--- src/rtl/uart_pkg.sv ---
// Shared UART definitions: receiver state encoding, nominal bit timing and
// the serial shift helper used by the byte receiver and the UART controller.
package uart_pkg;

    // 50 MHz clock, 500 kbps line rate.
    localparam int UART_CLKS_PER_BIT = 100;

    typedef enum logic [2:0] {
        ST_IDLE       = 3'd0,
        ST_START      = 3'd1,
        ST_DATA       = 3'd2,
        ST_STOP       = 3'd3,
        ST_BREAK_WAIT = 3'd4
    } uart_state_e;

    // Serial data arrives LSB first, so each new bit enters at the top and
    // the byte is correctly aligned after the eighth shift.
    function automatic logic [7:0] shift_lsb_first(input logic [7:0] sr, input logic bit_in);
        return {bit_in, sr[7:1]};
    endfunction

endpackage

--- src/rtl/byte_fifo.sv ---
// Small synchronous byte FIFO. Read/write pointers wrap modulo DEPTH and a
// separate occupancy count distinguishes full from empty. A pop on a full
// FIFO frees the slot so a simultaneous push is accepted.
module byte_fifo #(
    parameter int DEPTH = 4
) (
    input  logic       i_clk,
    input  logic       i_rst_n,
    input  logic       i_push,
    input  logic [7:0] i_data,
    input  logic       i_pop,
    output logic [7:0] o_data,
    output logic       o_valid,
    output logic       o_full
);

    localparam int AW = $clog2(DEPTH);
    localparam int CW = AW + 1;
    localparam logic [CW-1:0] FULL_CNT = CW'(DEPTH);
    localparam logic [CW-1:0] CNT_ONE  = CW'(1);
    localparam logic [AW-1:0] PTR_ONE  = AW'(1);

    logic [7:0]    r_mem [DEPTH];
    logic [AW-1:0] r_wr_ptr;
    logic [AW-1:0] r_rd_ptr;
    logic [CW-1:0] r_count;
    logic          w_pop_ok;
    logic          w_push_ok;

    assign w_pop_ok  = i_pop && (r_count != '0);
    assign w_push_ok = i_push && ((r_count != FULL_CNT) || w_pop_ok);

    assign o_data  = r_mem[r_rd_ptr];
    assign o_valid = (r_count != '0);
    assign o_full  = (r_count == FULL_CNT);

    // Storage, pointers and occupancy; memory is cleared so the head reads 0 after reset.
    always_ff @(posedge i_clk) begin
        if (!i_rst_n) begin
            for (int i = 0; i < DEPTH; i++) begin
                r_mem[i] <= 8'h00;
            end
            r_wr_ptr <= '0;
            r_rd_ptr <= '0;
            r_count  <= '0;
        end else begin
            if (w_push_ok) begin
                r_mem[r_wr_ptr] <= i_data;
                r_wr_ptr        <= r_wr_ptr + PTR_ONE;
            end
            if (w_pop_ok) begin
                r_rd_ptr <= r_rd_ptr + PTR_ONE;
            end
            case ({w_push_ok, w_pop_ok})
                2'b10:   r_count <= r_count + CNT_ONE;
                2'b01:   r_count <= r_count - CNT_ONE;
                default: r_count <= r_count;
            endcase
        end
    end

endmodule

--- src/rtl/uart_byte_receiver.sv ---
// 8N1 UART receiver with a start-bit glitch filter, frame-error detection,
// break handling (one error per held-low line) and a small output FIFO.
module uart_byte_receiver
    import uart_pkg::*;
#(
    parameter int CLKS_PER_BIT = UART_CLKS_PER_BIT,
    parameter int FIFO_DEPTH   = 4
) (
    input  logic       clk_50M,
    input  logic       reset_n,
    input  logic       uart_rx_pin,
    output logic       rx_valid,
    output logic [7:0] rx_byte,
    input  logic       rx_ready,
    output logic       rx_frame_error,
    output logic       rx_overrun,
    output logic       rx_busy
);

    localparam int CNT_W = $clog2(CLKS_PER_BIT);
    localparam logic [CNT_W-1:0] CNT_HALF = CNT_W'(CLKS_PER_BIT / 2 - 1);
    localparam logic [CNT_W-1:0] CNT_FULL = CNT_W'(CLKS_PER_BIT - 1);
    localparam logic [CNT_W-1:0] CNT_ONE  = CNT_W'(1);

    logic             r_sync1;
    logic             r_sync2;
    uart_state_e      r_state;
    uart_state_e      w_state_nxt;
    logic [CNT_W-1:0] r_cnt;
    logic [2:0]       r_bit_idx;
    logic [7:0]       r_shift;
    logic             r_frame_error;
    logic             r_overrun;
    logic             r_busy;

    logic             w_line;
    logic             w_cnt_clr;
    logic             w_shift_en;
    logic             w_stop_ok;
    logic             w_stop_bad;
    logic             w_pop;
    logic [7:0]       w_fifo_data;
    logic             w_fifo_valid;
    logic             w_fifo_full;

    assign w_line = r_sync2;
    assign w_pop  = w_fifo_valid && rx_ready;

    // Two-flop synchronizer for the asynchronous line; resets to the idle level.
    always_ff @(posedge clk_50M) begin
        if (!reset_n) begin
            r_sync1 <= 1'b1;
            r_sync2 <= 1'b1;
        end else begin
            r_sync1 <= uart_rx_pin;
            r_sync2 <= r_sync1;
        end
    end

    // FSM state register.
    always_ff @(posedge clk_50M) begin
        if (!reset_n) begin
            r_state <= ST_IDLE;
        end else begin
            r_state <= w_state_nxt;
        end
    end

    // Next-state logic and per-cycle control strobes for counter, shifter and FIFO.
    always_comb begin
        w_state_nxt = r_state;
        w_cnt_clr   = 1'b0;
        w_shift_en  = 1'b0;
        w_stop_ok   = 1'b0;
        w_stop_bad  = 1'b0;
        case (r_state)
            ST_IDLE: begin
                w_cnt_clr = 1'b1;
                if (!w_line) begin
                    w_state_nxt = ST_START;
                end else begin
                    w_state_nxt = ST_IDLE;
                end
            end
            ST_START: begin
                if (r_cnt == CNT_HALF) begin
                    w_cnt_clr = 1'b1;
                    // Line back high at mid start bit: a glitch, drop it silently.
                    if (!w_line) begin
                        w_state_nxt = ST_DATA;
                    end else begin
                        w_state_nxt = ST_IDLE;
                    end
                end else begin
                    w_state_nxt = ST_START;
                end
            end
            ST_DATA: begin
                if (r_cnt == CNT_FULL) begin
                    w_cnt_clr  = 1'b1;
                    w_shift_en = 1'b1;
                    if (r_bit_idx == 3'd7) begin
                        w_state_nxt = ST_STOP;
                    end else begin
                        w_state_nxt = ST_DATA;
                    end
                end else begin
                    w_state_nxt = ST_DATA;
                end
            end
            ST_STOP: begin
                if (r_cnt == CNT_FULL) begin
                    w_cnt_clr = 1'b1;
                    if (w_line) begin
                        w_stop_ok   = 1'b1;
                        w_state_nxt = ST_IDLE;
                    end else begin
                        w_stop_bad  = 1'b1;
                        w_state_nxt = ST_BREAK_WAIT;
                    end
                end else begin
                    w_state_nxt = ST_STOP;
                end
            end
            ST_BREAK_WAIT: begin
                // Wait out a held-low line so it reports only one frame error.
                w_cnt_clr = 1'b1;
                if (w_line) begin
                    w_state_nxt = ST_IDLE;
                end else begin
                    w_state_nxt = ST_BREAK_WAIT;
                end
            end
            default: begin
                w_cnt_clr   = 1'b1;
                w_state_nxt = ST_IDLE;
            end
        endcase
    end

    // Bit-period counter; saturates so it never passes CLKS_PER_BIT-1.
    always_ff @(posedge clk_50M) begin
        if (!reset_n) begin
            r_cnt <= '0;
        end else if (w_cnt_clr) begin
            r_cnt <= '0;
        end else if (r_cnt != CNT_FULL) begin
            r_cnt <= r_cnt + CNT_ONE;
        end else begin
            r_cnt <= r_cnt;
        end
    end

    // Data shifter and bit index; the index is held at zero outside DATA.
    always_ff @(posedge clk_50M) begin
        if (!reset_n) begin
            r_shift   <= 8'h00;
            r_bit_idx <= 3'd0;
        end else if (w_shift_en) begin
            r_shift   <= shift_lsb_first(r_shift, w_line);
            r_bit_idx <= r_bit_idx + 3'd1;
        end else if (r_state != ST_DATA) begin
            r_bit_idx <= 3'd0;
        end else begin
            r_bit_idx <= r_bit_idx;
        end
    end

    // Registered status pulses and busy flag.
    always_ff @(posedge clk_50M) begin
        if (!reset_n) begin
            r_frame_error <= 1'b0;
            r_overrun     <= 1'b0;
            r_busy        <= 1'b0;
        end else begin
            r_frame_error <= w_stop_bad;
            r_overrun     <= w_stop_ok && w_fifo_full && !w_pop;
            r_busy        <= (w_state_nxt != ST_IDLE);
        end
    end

    byte_fifo #(
        .DEPTH (FIFO_DEPTH)
    ) u_fifo (
        .i_clk   (clk_50M),
        .i_rst_n (reset_n),
        .i_push  (w_stop_ok),
        .i_data  (r_shift),
        .i_pop   (w_pop),
        .o_data  (w_fifo_data),
        .o_valid (w_fifo_valid),
        .o_full  (w_fifo_full)
    );

    assign rx_valid       = w_fifo_valid;
    assign rx_byte        = w_fifo_data;
    assign rx_frame_error = r_frame_error;
    assign rx_overrun     = r_overrun;
    assign rx_busy        = r_busy;

endmodule

--- config.mk ---
export PLATFORM = sky130hd
export DESIGN_NAME = uart_byte_receiver
export DESIGN_NICKNAME = d
export VERILOG_FILES = /design/src/rtl/uart_pkg.sv /design/src/rtl/byte_fifo.sv /design/src/rtl/uart_byte_receiver.sv
export SDC_FILE = /design/constraint.sdc
export NUM_CORES = 1
export LEC_CHECK = 0
export ABC_AREA = 1
export CAP_MARGIN = 15
export CORE_AREA = 4 4 80 74
export CTS_CLUSTER_DIAMETER = 100
export CTS_CLUSTER_SIZE = 8
export DETAILED_ROUTE_END_ITERATION = 10
export DIE_AREA = 0 0 84 78
export MAX_ROUTING_LAYER = met4
export PLACE_DENSITY = 0.84
export SYNTH_ARGS = -nofsm -noshare
export SYNTH_HDL_FRONTEND = slang
export SYNTH_HIERARCHICAL = 1
export SYNTH_SLANG_ARGS = --single-unit
--- constraint.sdc ---
create_clock -name clk_50M -period 5.69 [get_ports clk_50M]
set_input_delay 0.569 -clock clk_50M [delete_from_list [all_inputs] [get_ports clk_50M]]
set_output_delay 0.569 -clock clk_50M [all_outputs]
set_load 0.02 [all_outputs]
### Word level (Yosys, flattened, before mapping)

Memory sizes are Yosys's and may differ from the RTL's. A register that Yosys moved wholly into a read port is not among the register bits.
Index checks and enable logic that the tools add are counted.

* add/sub/neg operators: 6
* eq/ne operators: 13
* multiplexer cells: 28
* bitwise gates (word level): 1
* reductions and logical operators: 16

Operators by type and width (number)
* two-way mux 3 bit: 6
* case mux 3 bit (5 select lines): 1
* two-way mux 1 bit: 14
* == test 3 bit (second input constant): 3
* two-way mux 2 bit: 4
* two-way mux 8 bit: 1
* OR reduction 8 bit: 1
* adder 7 x 1 -> 7 bit (second input constant): 1
* == test 7 x 6 -> 1 bit (second input constant): 1
* == test 7 bit (second input constant): 1
* != test 7 bit (second input constant): 1
* adder 3 x 1 -> 3 bit (second input constant): 2
* == test 3 x 2 -> 1 bit (second input constant): 2
* case mux 3 bit (2 select lines): 1
* nonzero test 3 bit: 2
* logical AND 1 bit: 5
* adder 2 x 1 -> 2 bit (second input constant): 2
* nonzero test 2 bit: 2
* OR reduction 2 bit: 2
* == test 3 x 1 -> 1 bit (second input constant): 1
* logical NOT 3 bit: 1
* != test 3 x 2 -> 1 bit (second input constant): 1
* != test 3 bit (second input constant): 1
* AND reduction 3 bit: 1
* 7 further kinds: 7

* flip-flop bits (word level): 33
* bits in writable memories: 32
* input port bits: 4
* output and inout bits: 12
* word-level logic and storage cells: 77
* memories kept: 1

Memories
* u_fifo.r_mem: words 4, width 8, read ports 1, clocked after memory_dff 1, wr ports 4, line byte_fifo.sv:23 `logic [7:0] r_mem [DEPTH];`

### Depth between registers and ports, before layout

* depth in word-level cells: 10
* gate-level depth with buffers: 15
* gate-level depth less buffers: 15

### Cells and area by module

The synthesis kept the hierarchy.

Modules (own cells, without submodules)
* byte_fifo: instances 1, cells each 182, area an instance 1818.0 um^2, sequential area each 1141.1 um^2
* uart_byte_receiver: instances 1, cells each 151, area an instance 1144.8 um^2, sequential area each 520.5 um^2

### Worst setup path before layout

Ideal clock, no wire load.

* kind: reg2reg
* start point: reg r_cnt[0]
* end point: mem u_fifo.r_mem[0][0], enable pin
* library setup time: 0.384 ns
* arrival time: 2.230 ns
* data required time: 5.306 ns
* slack: 3.076 ns
* cell stages (with the launch flop): 12
* buffers on the path: 0
* period minus slack after synthesis: 2.614 ns
* cells stage by stage: dfxtp_1 -> ha_1 -> nand2_2 -> clkinv_2 -> nand3_4 -> inv_2 -> nand2_1 -> nor2_1 -> nand2_4 -> nor2_8 -> nand2_4 -> o21ai_0

RTL lines
* start: declaration: line uart_byte_receiver.sv:29 `logic [CNT_W-1:0] r_cnt;`
* start signal: assignment: line uart_byte_receiver.sv:148 `r_cnt <= r_cnt + CNT_ONE;`
* start signal: assignment: line uart_byte_receiver.sv:150 `r_cnt <= r_cnt;`
* end: declaration: line byte_fifo.sv:23

==> results_dict.tcl <==
set metrics [dict create \
    ant_nets 0 \
    synth_area_leaders "edfxtp_1 32%, dfxtp_1 24%, nor2_1 8.2%" \
    worstPathRequired_ns 5.12 \
    drc 0 \
    core-area_um2 5130 \
    crit_chain "inv_1 -> o21ai_0 -> o22ai_1 -> clkdlybuf4s50_1" \
    post_synth.cell_area_avg_um2 8.90 \
    leakage_nw 1.33 \
    die-area_um2 6550 \
    ioPinCount 16 \
    min_from "r_sync1" \
    synth_nets 342 \
    reg2reg_depth 10 \
    swShare_pct 21.4 \
    setup_tns_ns 0 \
    fin_nets 366 \
    final_max_slew_viol_count 0 \
    area_growth_pct 14.1 \
    hold_end "r_sync2" \
    worst_slack_ns 2.80 \
    clock_power_share_pct 40.4 \
    htreeDepth 3 \
    grt_max_degree 26 \
    worst_setup_path_end_kind "primary output" \
    start_util_pct 57.8 \
    clockRootBuffer "clkbuf_8" \
    max_freq_mhz 346 \
    drtIter0Drc 149 \
    synth-edff-count 32 \
    slowest_stage "dfxtp_1" \
    cts_buffers 9 \
    firstDrtPassIters 5 \
    max_slew.worst_pin.slew_ns 0.763 \
    die_h_um 78 \
    grt_setup_unrepaired "false" \
    p_per_area_nw_per_um2 275 \
    grt_use_total_pct 19.0 \
    ctsHoldBuffers 0 \
    netlist.area_leader.share_pct 32.4 \
    ys_top_cells_by_count "65 x nor2_1, 43 x nand2_1, 35 x dfxtp_1, 35 x o21ai_0, 34 x inv_1" \
    async_flop_share_pct 0 \
    fin_crit_sh_pct 50.8 \
    ir_drop_mv 0.186 \
    seq_area_um2 1660 \
    rows 25 \
    power_switching_mw 0.198 \
    cp_data_arrival_time_ns 2.32 \
    grt_pass1_vias 2180 \
    hold_class "flop to flop" \
    relSlewSlack_pct 49.0 \
    yosysWarnings 6 \
    reg2reg_to "u_fifo/r_mem[1][7]" \
    r2r_setup_slack_ns 3.06 \
    reg2reg_from "r_cnt[0]" \
    gp_congestion 0.873 \
    synth_cell_types 34 \
    synth_area_um2 2960 \
    finalSetupViolations 0 \
    crit_type "flop to primary output" \
    synth-seq-cells 67 \
    grt_antenna_before_repair 0 \
    postCtsSetupBuffers 0 \
    fillCellCount 417 \
    ys.flop_type "dfxtp_1" \
    yosys.area.top_type "edfxtp_1" \
    avgViaCountPerCell 5.24 \
    cp-start-kind "flop" \
    cts_num_sinks 67 \
    port_buffers 15 \
    clk_path_buf_depth 2 \
    skew_ns 0.00680 \
    cts_tree "built" \
    period_needed_ns 2.89 \
    cts_resized 0 \
    vias 2249 \
    yosysSeqAreaShare_pct 56.1 \
    drt_wl_total_um 5570 \
    cp_slowest_stage_delay_ns 0.66 \
    p_int_mw 0.730 \
    multi_input_area_um2 1110 \
    clk_latency_ns 0.34 \
    hold_path_depth 1 \
    hold_violations 0 \
    place_hpwl_um 3930 \
    run_status "completed" \
    diodes 0 \
    yosysMostFrequentCell "nor2_1" \
    seqPwrFrac_pct 56.1 \
    die_w_um 84 \
    cts.reportedPaths.clkPinSlew_ns 0.07 \
    power_frac_comb_pct 3.5 \
    maxCapViolations 0 \
    grt_pass1_wl_um 9650 \
    final_layout_size_suffix_gt1_share_pct 11.0 \
    cp_max_fo 17 \
    wl_per_cell_um 13.0 \
    grt-ovfl-total 0 \
    dp_slack_ns 2.27 \
    synth_cells 333 \
]
layer usage:
layer | GRT usage, % | routed length, um | vias up | part of all wire [%]
li1 | - | - | 1154 | -
met5 | - | 0 | - | 0
met4 | 9.65 | 74 | 0 | 1.3
met2 | 32.3 | 2850 | 59 | 51
met1 | 21.5 | 2320 | 1029 | 42
met3 | 3.72 | 319 | 7 | 5.7
power groups by stage:
stage          sequential (mW)  combinational [mW]  clock, mW
3_3_place_gp             0.531              0.0312          0
2_1_floorplan            0.531              0.0176          0
3_5_place_dp             0.532              0.0322          0
4_1_cts                  0.521              0.0324      0.384
6_report                 0.521              0.0327      0.375
5_1_grt                  0.522              0.0360      0.404
worst max-delay path, delay by kind of cell (launching register included):
family,cells,cell delay [ns]
buffers and inverters,2,0.93
DFF,1,0.66
AOI/OAI and AO/OA,2,0.39
worst max-delay path by stage:
stage	cells after the start	start	end
after floorplan	11	r_cnt[0]	u_fifo/r_mem[0][0]
after global placement	5	reset_n	u_fifo/r_mem[0][3]
after global routing	4	flop	rx_byte[7]
final	4	flop	rx_byte[6]
after CTS	5	reset_n	u_fifo/r_mem[0][3]
after detailed placement	5	reset_n	u_fifo/r_mem[0][1]
layout make-up:
cell class / count / area share, %
flip-flops and latches: 67 / 49.1
multi-input cells: 219 / 32.9
clock buffers: 9 / 3.66
well taps: 67 / 2.48
clock inverters: 7 / 2.00
inverters: 41 / 4.59
repair buffers: 19 / 5.25
through the flow:
stage          cell area, um^2  total power [mW]  hold WS (ns)  cells  utilization, %
6_report                  3380             0.929         0.426    429            65.9
5_1_grt                   3380             0.962         0.478    429            65.9
4_1_cts                   3370             0.937         0.428    427            65.7
3_5_place_dp              3180             0.564         0.407    411            62.0
3_3_place_gp              3180             0.562         0.400    411            62.0
2_1_floorplan             2960             0.548         0.393    333               -
registers in the layout (all words and copies together) (netlist names), 2 cells and up, named ones only:
| signal | count |
|---|---|
| r_cnt | 7 |
| u_fifo/r_mem | 32 |
| u_fifo/r_count | 3 |
| r_shift | 8 |
| r_state | 3 |
| r_bit_idx | 3 |
| u_fifo/r_wr_ptr | 2 |
| u_fifo/r_rd_ptr | 2 |
logic make-up after synthesis:
kind of cell,Yosys count,share of synthesized area (%)
AO/OA/AOI/OAI,62,11.2
XOR/XNOR,2,0.591
flip-flops,67,56.1
AND/OR/NAND/NOR,150,23.4
buffers and inverters,47,6.38
adder cells (fa/ha/maj),5,2.36
cells in the final DEF (no fill, tap or decap), types with 2 or more instances in the layout:
cell              n
nor2_1           65
nand2_1          43
o21ai_0          35
dfxtp_1          35
inv_1            34
edfxtp_1         32
clkdlybuf4s50_1  15
a21oi_1          14
nor3_1           12
nand3_1          11
clkbuf_8          9
o22ai_1           8
inv_2             5
ha_1              4
nor2_4            3
nand2_2           3
clkinv_2          3
nand4_1           3
or2_1             2
or2_2             2
clkinvlp_4        2
clkinv_1          2
nand2_4           2
o31ai_1           2
buf_4             2
Note: power is estimated with default switching activity, not from simulation.
